### src/rtl/imm_narrow_pkg.sv
// Shared widths and the output entry record for the immediate narrowing unit.
package imm_narrow_pkg;
    localparam int IN_W_DEF  = 32;
    localparam int OUT_W_DEF = 16;
    localparam int CNT_W_DEF = 16;

    typedef struct packed {
        logic [OUT_W_DEF-1:0] data;
        logic                 ovf;
    } entry_t;

    localparam int ENTRY_W = $bits(entry_t);
endpackage

### src/rtl/narrow_fifo2.sv
// Two-entry FIFO of packed entry records; reports occupancy and exposes the head entry.
module narrow_fifo2
    import imm_narrow_pkg::*;
#(
    parameter int W = ENTRY_W
) (
    input  logic         clk,
    input  logic         reset,
    input  logic         push_i,
    input  logic [W-1:0] wdata_i,
    input  logic         pop_i,
    output logic [W-1:0] head_o,
    output logic [1:0]   count_o
);
    logic [W-1:0] mem_q [2];
    logic         wr_q, wr_d;
    logic         rd_q, rd_d;
    logic [1:0]   count_q, count_d;

    always_comb begin
        wr_d    = push_i ? ~wr_q : wr_q;
        rd_d    = pop_i  ? ~rd_q : rd_q;
        count_d = count_q;
        case ({push_i, pop_i})
            2'b10:   count_d = count_q + 2'd1;
            2'b01:   count_d = count_q - 2'd1;
            default: count_d = count_q;
        endcase
    end

    always_ff @(posedge clk) begin
        if (reset) begin
            wr_q    <= 1'b0;
            rd_q    <= 1'b0;
            count_q <= 2'd0;
        end else begin
            wr_q    <= wr_d;
            rd_q    <= rd_d;
            count_q <= count_d;
        end
    end

    // Storage carries no reset; validity is tracked by count_q alone.
    always_ff @(posedge clk) begin
        if (push_i) mem_q[wr_q] <= wdata_i;
    end

    assign head_o  = mem_q[rd_q];
    assign count_o = count_q;
endmodule

### src/rtl/imm_narrow_unit.sv
// Narrows IN_W-bit words to OUT_W-bit immediates with overflow flag and counter.
// Define SATURATE_EN to clamp overflowing words instead of truncating them.
module imm_narrow_unit
    import imm_narrow_pkg::*;
#(
    parameter int IN_W  = IN_W_DEF,
    parameter int OUT_W = OUT_W_DEF,
    parameter int CNT_W = CNT_W_DEF
) (
    input  logic             clk,
    input  logic             reset,
    input  logic             in_valid,
    output logic             in_ready,
    input  logic [IN_W-1:0]  in_data,
    input  logic             in_unsigned,
    output logic             out_valid,
    input  logic             out_ready,
    output logic [OUT_W-1:0] out_data,
    output logic             out_ovf,
    output logic [CNT_W-1:0] ovf_count,
    input  logic             ovf_clear
);
    typedef struct packed {
        logic [OUT_W-1:0] data;
        logic             ovf;
    } ent_t;

    logic             fit;
    logic [OUT_W-1:0] narrowed;
    ent_t             push_ent, head_ent;
    logic [1:0]       count;
    logic             accept, pop;
    logic [CNT_W-1:0] cnt_q, cnt_d;

`ifdef SATURATE_EN
    function automatic logic [OUT_W-1:0] sat_narrow(input logic [IN_W-1:0] d,
                                                    input logic uns, input logic ok);
        if (ok)  return d[OUT_W-1:0];
        if (uns) return '1;
        return d[IN_W-1] ? {1'b1, {(OUT_W-1){1'b0}}} : {1'b0, {(OUT_W-1){1'b1}}};
    endfunction
`endif

    always_comb begin
        if (in_unsigned) fit = (in_data[IN_W-1:OUT_W] == '0);
        else             fit = (in_data[IN_W-1:OUT_W-1] == '0) || (in_data[IN_W-1:OUT_W-1] == '1);
`ifdef SATURATE_EN
        narrowed = sat_narrow(in_data, in_unsigned, fit);
`else
        narrowed = in_data[OUT_W-1:0];
`endif
        push_ent.data = narrowed;
        push_ent.ovf  = ~fit;
    end

    assign in_ready  = (count != 2'd2);
    assign out_valid = (count != 2'd0);
    assign accept    = in_valid & in_ready;
    assign pop       = out_valid & out_ready;

    narrow_fifo2 #(.W($bits(ent_t))) u_fifo (
        .clk     (clk),
        .reset   (reset),
        .push_i  (accept),
        .wdata_i (push_ent),
        .pop_i   (pop),
        .head_o  (head_ent),
        .count_o (count)
    );

    // Stale FIFO storage is masked so the outputs read zero whenever nothing is buffered.
    assign out_data = out_valid ? head_ent.data : '0;
    assign out_ovf  = out_valid & head_ent.ovf;

    always_comb begin
        cnt_d = cnt_q;
        if (ovf_clear)                              cnt_d = '0;
        else if (accept && !fit && (cnt_q != '1))   cnt_d = cnt_q + 1'b1;
    end

    always_ff @(posedge clk) begin
        if (reset) cnt_q <= '0;
        else       cnt_q <= cnt_d;
    end

    assign ovf_count = cnt_q;
endmodule

### config.mk
export PLATFORM = sky130hd
export DESIGN_NAME = imm_narrow_unit
export DESIGN_NICKNAME = d
export VERILOG_FILES = /design/src/rtl/imm_narrow_pkg.sv /design/src/rtl/narrow_fifo2.sv /design/src/rtl/imm_narrow_unit.sv
export SDC_FILE = /design/constraint.sdc
export NUM_CORES = 1
export LEC_CHECK = 0
export ABC_AREA = 1
export CAP_MARGIN = 5
export CORE_ASPECT_RATIO = 1.5
export CORE_MARGIN = 10
export CORE_UTILIZATION = 52
export DETAILED_ROUTE_END_ITERATION = 6
export PLACE_DENSITY = 0.92
export SLEW_MARGIN = 20
export SYNTH_ARGS = -nofsm -noshare
export SYNTH_HDL_FRONTEND = slang
export SYNTH_HIERARCHICAL = 1
export SYNTH_SLANG_ARGS = --single-unit
### constraint.sdc
create_clock -name clk -period 3.75 [get_ports clk]
set_input_delay 0.375 -clock clk [delete_from_list [all_inputs] [get_ports clk]]
set_output_delay 0.375 -clock clk [all_outputs]
set_load 0.05 [all_outputs]
==> impl.org <==
** Floorplan
- The floorplan step set the die height to 109 um.
- The total area inside the core boundary comes to 0.00516 sq mm.
- The die covers 0.00869 sq mm.
- Effective utilization at floorplan :: 0.535
- The die is 79.5 um wide.
- 73 I/O pins were placed.
- Cell Rows :: 32

** Final layout
- Measured on the finished design, the core utilization comes to 0.705.
- Non-filler instance count after layout :: 453
- Number of filler cells placed in the layout :: 392
- The library cell used most frequently in the layout, excluding fill and tap cells, is sky130_fd_sc_hd__nor2_1.
- At the end of the flow, the number of nets in the layout was 424.
- In the layout the commonest cells are sky130_fd_sc_hd__nor2_1, sky130_fd_sc_hd__clkdlybuf4s50_1, sky130_fd_sc_hd__nand2_1, sky130_fd_sc_hd__inv_1, sky130_fd_sc_hd__edfxtp_1.
- Area added between synthesis and finish :: 31.7%
- Proportion of layout cells with a drive suffix above 1 :: 0.101
- Final instance area :: 0.00364 sq mm
- The number of antenna diodes in the final layout is 0.

** Synthesis
- Total number of yosys warnings :: 6
- Of the synthesized area, sequential elements account for 0.521.
- In the post-synthesis netlist, the biggest area contributors are sky130_fd_sc_hd__edfxtp_1, sky130_fd_sc_hd__dfxtp_1, sky130_fd_sc_hd__nor2_1, sky130_fd_sc_hd__nand2_1, sky130_fd_sc_hd__mux2_4.
- Counting flops and latches in the post-synthesis netlist gives 55.
- Yosys top cell area share :: 0.369
- Each instance of the synthesized netlist takes up on average 9.04 sq um.
- Netlist area before placement :: 0.00277 sq mm
- The biggest area contributor in the post-synthesis netlist is sky130_fd_sc_hd__edfxtp_1.
- The cell count after synthesis came out at 306.
- Synthesis produced a netlist with a net count of 346.
- The netlist uses 32 different library cells.

** Setup path
- Type of the worst setup path :: reg2out
- The endpoint identified for the worst register-to-register timing path is u_fifo/mem_q[1][0]$_DFFE_PP_.
- Following the worst setup path forward leads to its endpoint at out_data[1].
- The worst setup path is launched from a flop.
- Worst Path Arrival :: 2.48 ns
- Along the worst path, the maximum fanout reaches 17.
- STA puts the critical path data required time at 3.38 ns.
- The worst register-to-register path has a setup slack of 1.99 ns.
- The number of cells on the worst reg-to-reg path is 6.
- Source of the worst register-to-register timing path :: u_fifo/count_o[0]$_SDFFE_PP0P_
- Nature of the critical path endpoint :: output port

** Routing
- Final ANT Viol Nets :: 0
- Total wire length :: 6300 um
- Dividing the detail-routed via count by the number of cells gives 4.98.
- DRC violation total after the first TritonRoute iteration :: 159
- Average detailed-routed wire length per instance :: 13.9 um
- The first detailed-routing pass took 4 iterations.
- The routed layout has 2256 vias.
- Remaining design rule violation count :: 0

** Clocking
- CTS tree :: built
- No sink is reached through more buffers than the 2 on the longest clock path.
- Post-CTS setup repair buffer count :: 0
- Clock insertion delay at the later pin of the skew report :: 0.31 ns
- The H-tree was split into 2 levels.
- Cell at the root of the clock tree :: sky130_fd_sc_hd__clkbuf_8
- Buffers inserted to repair hold after CTS numbered 0.
- After clock tree synthesis, the repair step resized 0 gates.
- Clock slew at reported path FFs :: 0.10 ns
- Buffers inserted during clock tree synthesis total 5.
- The tree built by TritonCTS fans out to 55 sinks.

** Power and ir drop
- In this run the power density over the cells is 497 mW/mm^2.
- Peak supply drop :: 0.218 mV
- Summed over all cells, the static leakage comes to 1.43 nW.
- Total design power :: 1.81 mW

** Place
- Number of cells in the design after placement :: 445
- Detailed placement ended at an HPWL of 4950 um.
- The congestion estimate from routability-driven global placement came to 0.957.
- Setup WS pre-CTS :: 1.22 ns
- Summing all placed instances gives a cell area of 0.00355 sq mm.
- Port buffering added 72 buffers.

** Hold path
- The worst hold path passes through 2 cells.
- The path class of the tightest hold or removal check is reg2reg.

** STA
- In this run the tightest slew margin relative to its limit is 0.392.
- Hold WS :: 0.523 ns
- Adding up every negative setup slack in the final design gives 0 ns.
- In the finished design, the share of the clock period the worst path needs comes to 0.762.
- Unrepaired setup endpoints after global routing :: no
- Achievable clock frequency :: 350 MHz
- Between clock sinks in the finished design, the worst skew comes to 0.00478 ns.
- Setup violations remaining at the end of the flow were counted as 0.
- Pin slew with the least headroom to its limit :: 0.911 ns
- Setup slack closes at 0.891 ns.
- Subtracting the final worst setup slack from the clock period gives 2.86 ns.
- Max Slew Vio Count :: 0
- Final Hold Violating Endpoints :: 0

** Run
- Max-capacitance violation count :: 0

** Global route
- Total congestion overflow :: 0
- The via count of the first global-routing pass was 2317.
- Global-route wire length before repair :: 10300 um
- Across every metal layer, demand over resource in global routing totals 0.145.
- Entering global routing, the biggest net connects 20 pins.
- Antenna violations before repair :: 0

** Status
- The run finished with clean final reports.
==> area by class of cell <==
class                   count  area (sq um)  share of cell area
clock inverters             3          22.5             0.00618
inverters                  38           143              0.0392
well taps                  68          85.1              0.0234
clock buffers               5          68.8              0.0189
flip-flops and latches     55          1440               0.396
multi-input cells         210          1150               0.315
repair buffers             74           736               0.202
==> synthesized netlist by cell type (all sizes together) <==
library cell,instances
a21oi,10
and2,2
buf,2
clkbuf,1
dfxtp,21
edfxtp,34
ha,2
inv,38
mux2,17
nand2,62
nand3,16
nand3b,1
nand4,6
nor2,78
nor3,4
o21ai,3
o21bai,2
xnor2,4
xor2,3
==> registers in the layout, indices dropped and copies added (netlist names), named ones only <==
name,flops
u_fifo/rd_q,1
u_fifo/count_o,2
u_fifo/mem_q,34
u_fifo/wr_q,1
ovf_count,16
==> power breakdown <==
group / total [mW] / internal (mW) / switching, mW / leakage, nW
registers: 0.748 / 0.703 / 0.0449 / 0.482
clock network: 0.328 / 0.134 / 0.194 / 0.0485
logic: 0.735 / 0.279 / 0.456 / 0.899
total: 1.81 / 1.12 / 0.696 / 1.43
==> worst min-delay path by stage <==
stage | from | to
CTS | u_fifo/count_o[1]$_SDFFE_PP0P_ | u_fifo/count_o[1]$_SDFFE_PP0P_
global placement | u_fifo/rd_q$_SDFFE_PP0P_ | flop
finish | u_fifo/count_o[1]$_SDFFE_PP0P_ | u_fifo/count_o[1]$_SDFFE_PP0P_
floorplan | reset | flop
global route | ovf_count[9]$_SDFFE_PP0P_ | ovf_count[9]$_SDFFE_PP0P_
detailed placement | u_fifo/count_o[1]$_SDFFE_PP0P_ | u_fifo/count_o[1]$_SDFFE_PP0P_
==> layer usage <==
layer  vias up  GRT usage  routed length [um]  share of wire
met5         -          0                   0              0
met3        17     0.0449                 456          0.072
met4         0     0.0656                 161          0.026
li1       1136          -                   -              -
met1      1035      0.142                2290           0.36
met2        68      0.270                3400           0.54
==> worst max-delay path: stages, from the launching register on <==
cell	delay, ns
sky130_fd_sc_hd__dfxtp_1	0.93
sky130_fd_sc_hd__mux2_2	0.31
sky130_fd_sc_hd__inv_1	0.04
sky130_fd_sc_hd__nor2_1	0.09
sky130_fd_sc_hd__clkdlybuf4s50_1	0.81
==> logic make-up (layout without fill, tap and decap cells) <==
logic type	count (synthesis)	after routing	share of synthesized area
buf+inv	41	120	0.0642
simple gates	169	169	0.271
fa+ha+maj	2	2	0.00905
xor+xnor	7	7	0.0222
flops	55	55	0.521
mux	17	17	0.0828
compound gates	15	15	0.0290
No activity file was read; power rests on OpenSTA's default activity.
==> variant: new RTL, same flow settings <==
Set the package constant `CNT_W_DEF` to 32 (it was 16).
--- a/src/rtl/imm_narrow_pkg.sv
+++ b/src/rtl/imm_narrow_pkg.sv
@@ -3,5 +3,5 @@
     localparam int IN_W_DEF  = 32;
     localparam int OUT_W_DEF = 16;
-    localparam int CNT_W_DEF = 16;
+    localparam int CNT_W_DEF = 32;
 
     typedef struct packed {
Interface: changed (resized ovf_count); port bits go from 73 to 89. No check against the original RTL was run, so the function may have changed too.
==> variant against the unedited design <==
- combinational power rose by 5.6%
- design area increased by 37%
- setup slack lost 0.031 ns
- critical path type unchanged
- non-clock buffer count grew 16
- power rose by 27%
- largest power group unchanged
- sequential share of layout area shrank 4.4 points
- via count up 56%
- final cell count rose by 53%
- critical path depth stayed put
- routed wire length grew 65%
- sequential cell count grew 16
- area after synthesis grew 41%
==> variant: results (changes against the unedited design) <==
result of the run=finished clean; proportion of layout cells with a drive suffix above 1=10.2% (+0.022 points); most flop-heavy register=u_fifo/mem_q; number of violations reported at the end of detailed-routing iteration 0=154 (-3.1%); most used flip-flop cell after synthesis=sky130_fd_sc_hd__dfxtp_1; clock insertion delay at the later pin of the skew report=0.36 ns (+0.05 ns); dpl cells=675 (+52%); met2 Track Usage GR=32.8% (+5.7 points); maximum VDD drop=0.244 mV (+12%); Final Routed Wirelength=10,400 microns (+65%); highest metal used=met4; overall track demand over capacity in global routing=18.0% (+3.5 points); clock input transition at the sequential cells of the worst setup and hold paths=0.08 ns (-0.02 ns); Critical path destination=out_data[15]; Met2 Wirelength=5500 microns (+62%); wire length of the first global-routing pass=16,500 microns (+60%); logic depth of the worst register-to-register path=9 (+3); Leak Pwr=0.00179 uW (+25%); met3 Usage GRT=6.36% (+1.9 points); worst reg2reg startpoint=ovf_count[0]$_SDFFE_PP0P_; pin count of the biggest net entering global routing=31 (+55%); RePlAce Congestion=0.917 (-4.3%); number of nets in the finished design=626 (+48%); master of the slowest instance on the critical path=sky130_fd_sc_hd__dfxtp_1; Net Count, Synth=535 (+55%); non-filler cells in the finished layout=691 (+53%); Largest register FFs=34 (unchanged); port bufs=88 (+22%); Max-slew headroom=41.6% (+2.4 points); sequential share of the synthesized area=45.3% (-6.9 points); capture instance of the worst register-to-register path=ovf_count[16]$_SDFFE_PP0P_; post-DP HPWL=7980 microns (+61%); slack of the worst reg-to-reg path=1.55 ns (-0.44 ns); library cells used by synthesis=29 (-9.4%); number of H-tree levels=3 (+1); number of fill cells in the layout=583 (+49%); largest stage delay on the critical path=0.89 ns (-0.04 ns); Post-synth top cells=sky130_fd_sc_hd__nand2_1, sky130_fd_sc_hd__nor2_1, sky130_fd_sc_hd__inv_1, sky130_fd_sc_hd__dfxtp_1, sky130_fd_sc_hd__edfxtp_1; WL met1=4020 microns (+76%)
==> variant: cell count changes in the layout (fill, tap and decap cells not counted), sizes merged, moves of 3 or more <==
cell           unedited run  this run
nor3                      4         1
nand3b                    1        11
dfxtp                    21        37
nand2                    62       172
nand3                    16         7
xor2                      3         9
clkdlybuf4s50            72        88
clkbuf                    5        11
nor2                     78       108
a21oi                    10        29
==> variant: worst register-to-register path, stage by stage (launching register included) <==
cell and delay (ns):
sky130_fd_sc_hd__dfxtp_1 0.51, sky130_fd_sc_hd__ha_1 0.37, sky130_fd_sc_hd__inv_2 0.10, sky130_fd_sc_hd__nor2_4 0.16, sky130_fd_sc_hd__nand2_2 0.11, sky130_fd_sc_hd__nor2_4 0.21
sky130_fd_sc_hd__nand2_2 0.10, sky130_fd_sc_hd__nand4_4 0.28, sky130_fd_sc_hd__nand2_1 0.10, sky130_fd_sc_hd__a21oi_1 0.17
==> variant: final cells by class <==
class	instances	area share, %
clock inverters	5	1.17
clock buffers	11	2.62
multi-input cells	372	37.5
well taps	100	2.50
repair buffers	90	17.9
inverters	42	3.15
flip-flops and latches	71	35.2
==> variant: per-stage QoR <==
step | area [sq um] | setup WS (ns) | util, %
2_1_floorplan | 3890 | 1.47 | -
3_3_place_gp | 4810 | 1.26 | 66.2
3_5_place_dp | 4810 | 1.21 | 66.2
4_1_cts | 5000 | 0.813 | 68.8
5_1_grt | 5010 | 0.686 | 68.8
6_report | 5010 | 0.860 | 68.8
==> variant: cell families after synthesis <==
family	count (synthesis)	synth area share (%)
AND/OR/NAND/NOR	305	33.3
flip-flops	71	45.3
buffers and inverters	52	6.59
AO/OA/AOI/OAI	33	4.92
multiplexers	17	5.88
XOR/XNOR	15	3.38
adder cells (fa/ha/maj)	2	0.643
==> variant: where the power goes <==
group | internal, uW | leakage [uW] | switching (uW)
clock | 307 | 0.0000895 | 290
sequential | 874 | 0.000611 | 48.9
combinational | 280 | 0.00109 | 496
==> variant: worst min path at each step <==
stage / start / endpoint / slack, ns / cells past startpoint
6_report: ovf_count[31]$_SDFFE_PP0P_ / ovf_count[31]$_SDFFE_PP0P_ / 0.52 / 2
5_1_grt: ovf_count[31]$_SDFFE_PP0P_ / ovf_count[31]$_SDFFE_PP0P_ / 0.55 / 2
4_1_cts: ovf_count[31]$_SDFFE_PP0P_ / ovf_count[31]$_SDFFE_PP0P_ / 0.52 / 2
3_5_place_dp: u_fifo/rd_q$_SDFFE_PP0P_ / u_fifo/rd_q$_SDFFE_PP0P_ / 0.51 / 2
3_3_place_gp: u_fifo/rd_q$_SDFFE_PP0P_ / flop / 0.49 / 2
2_1_floorplan: reset / flop / 0.45 / 1
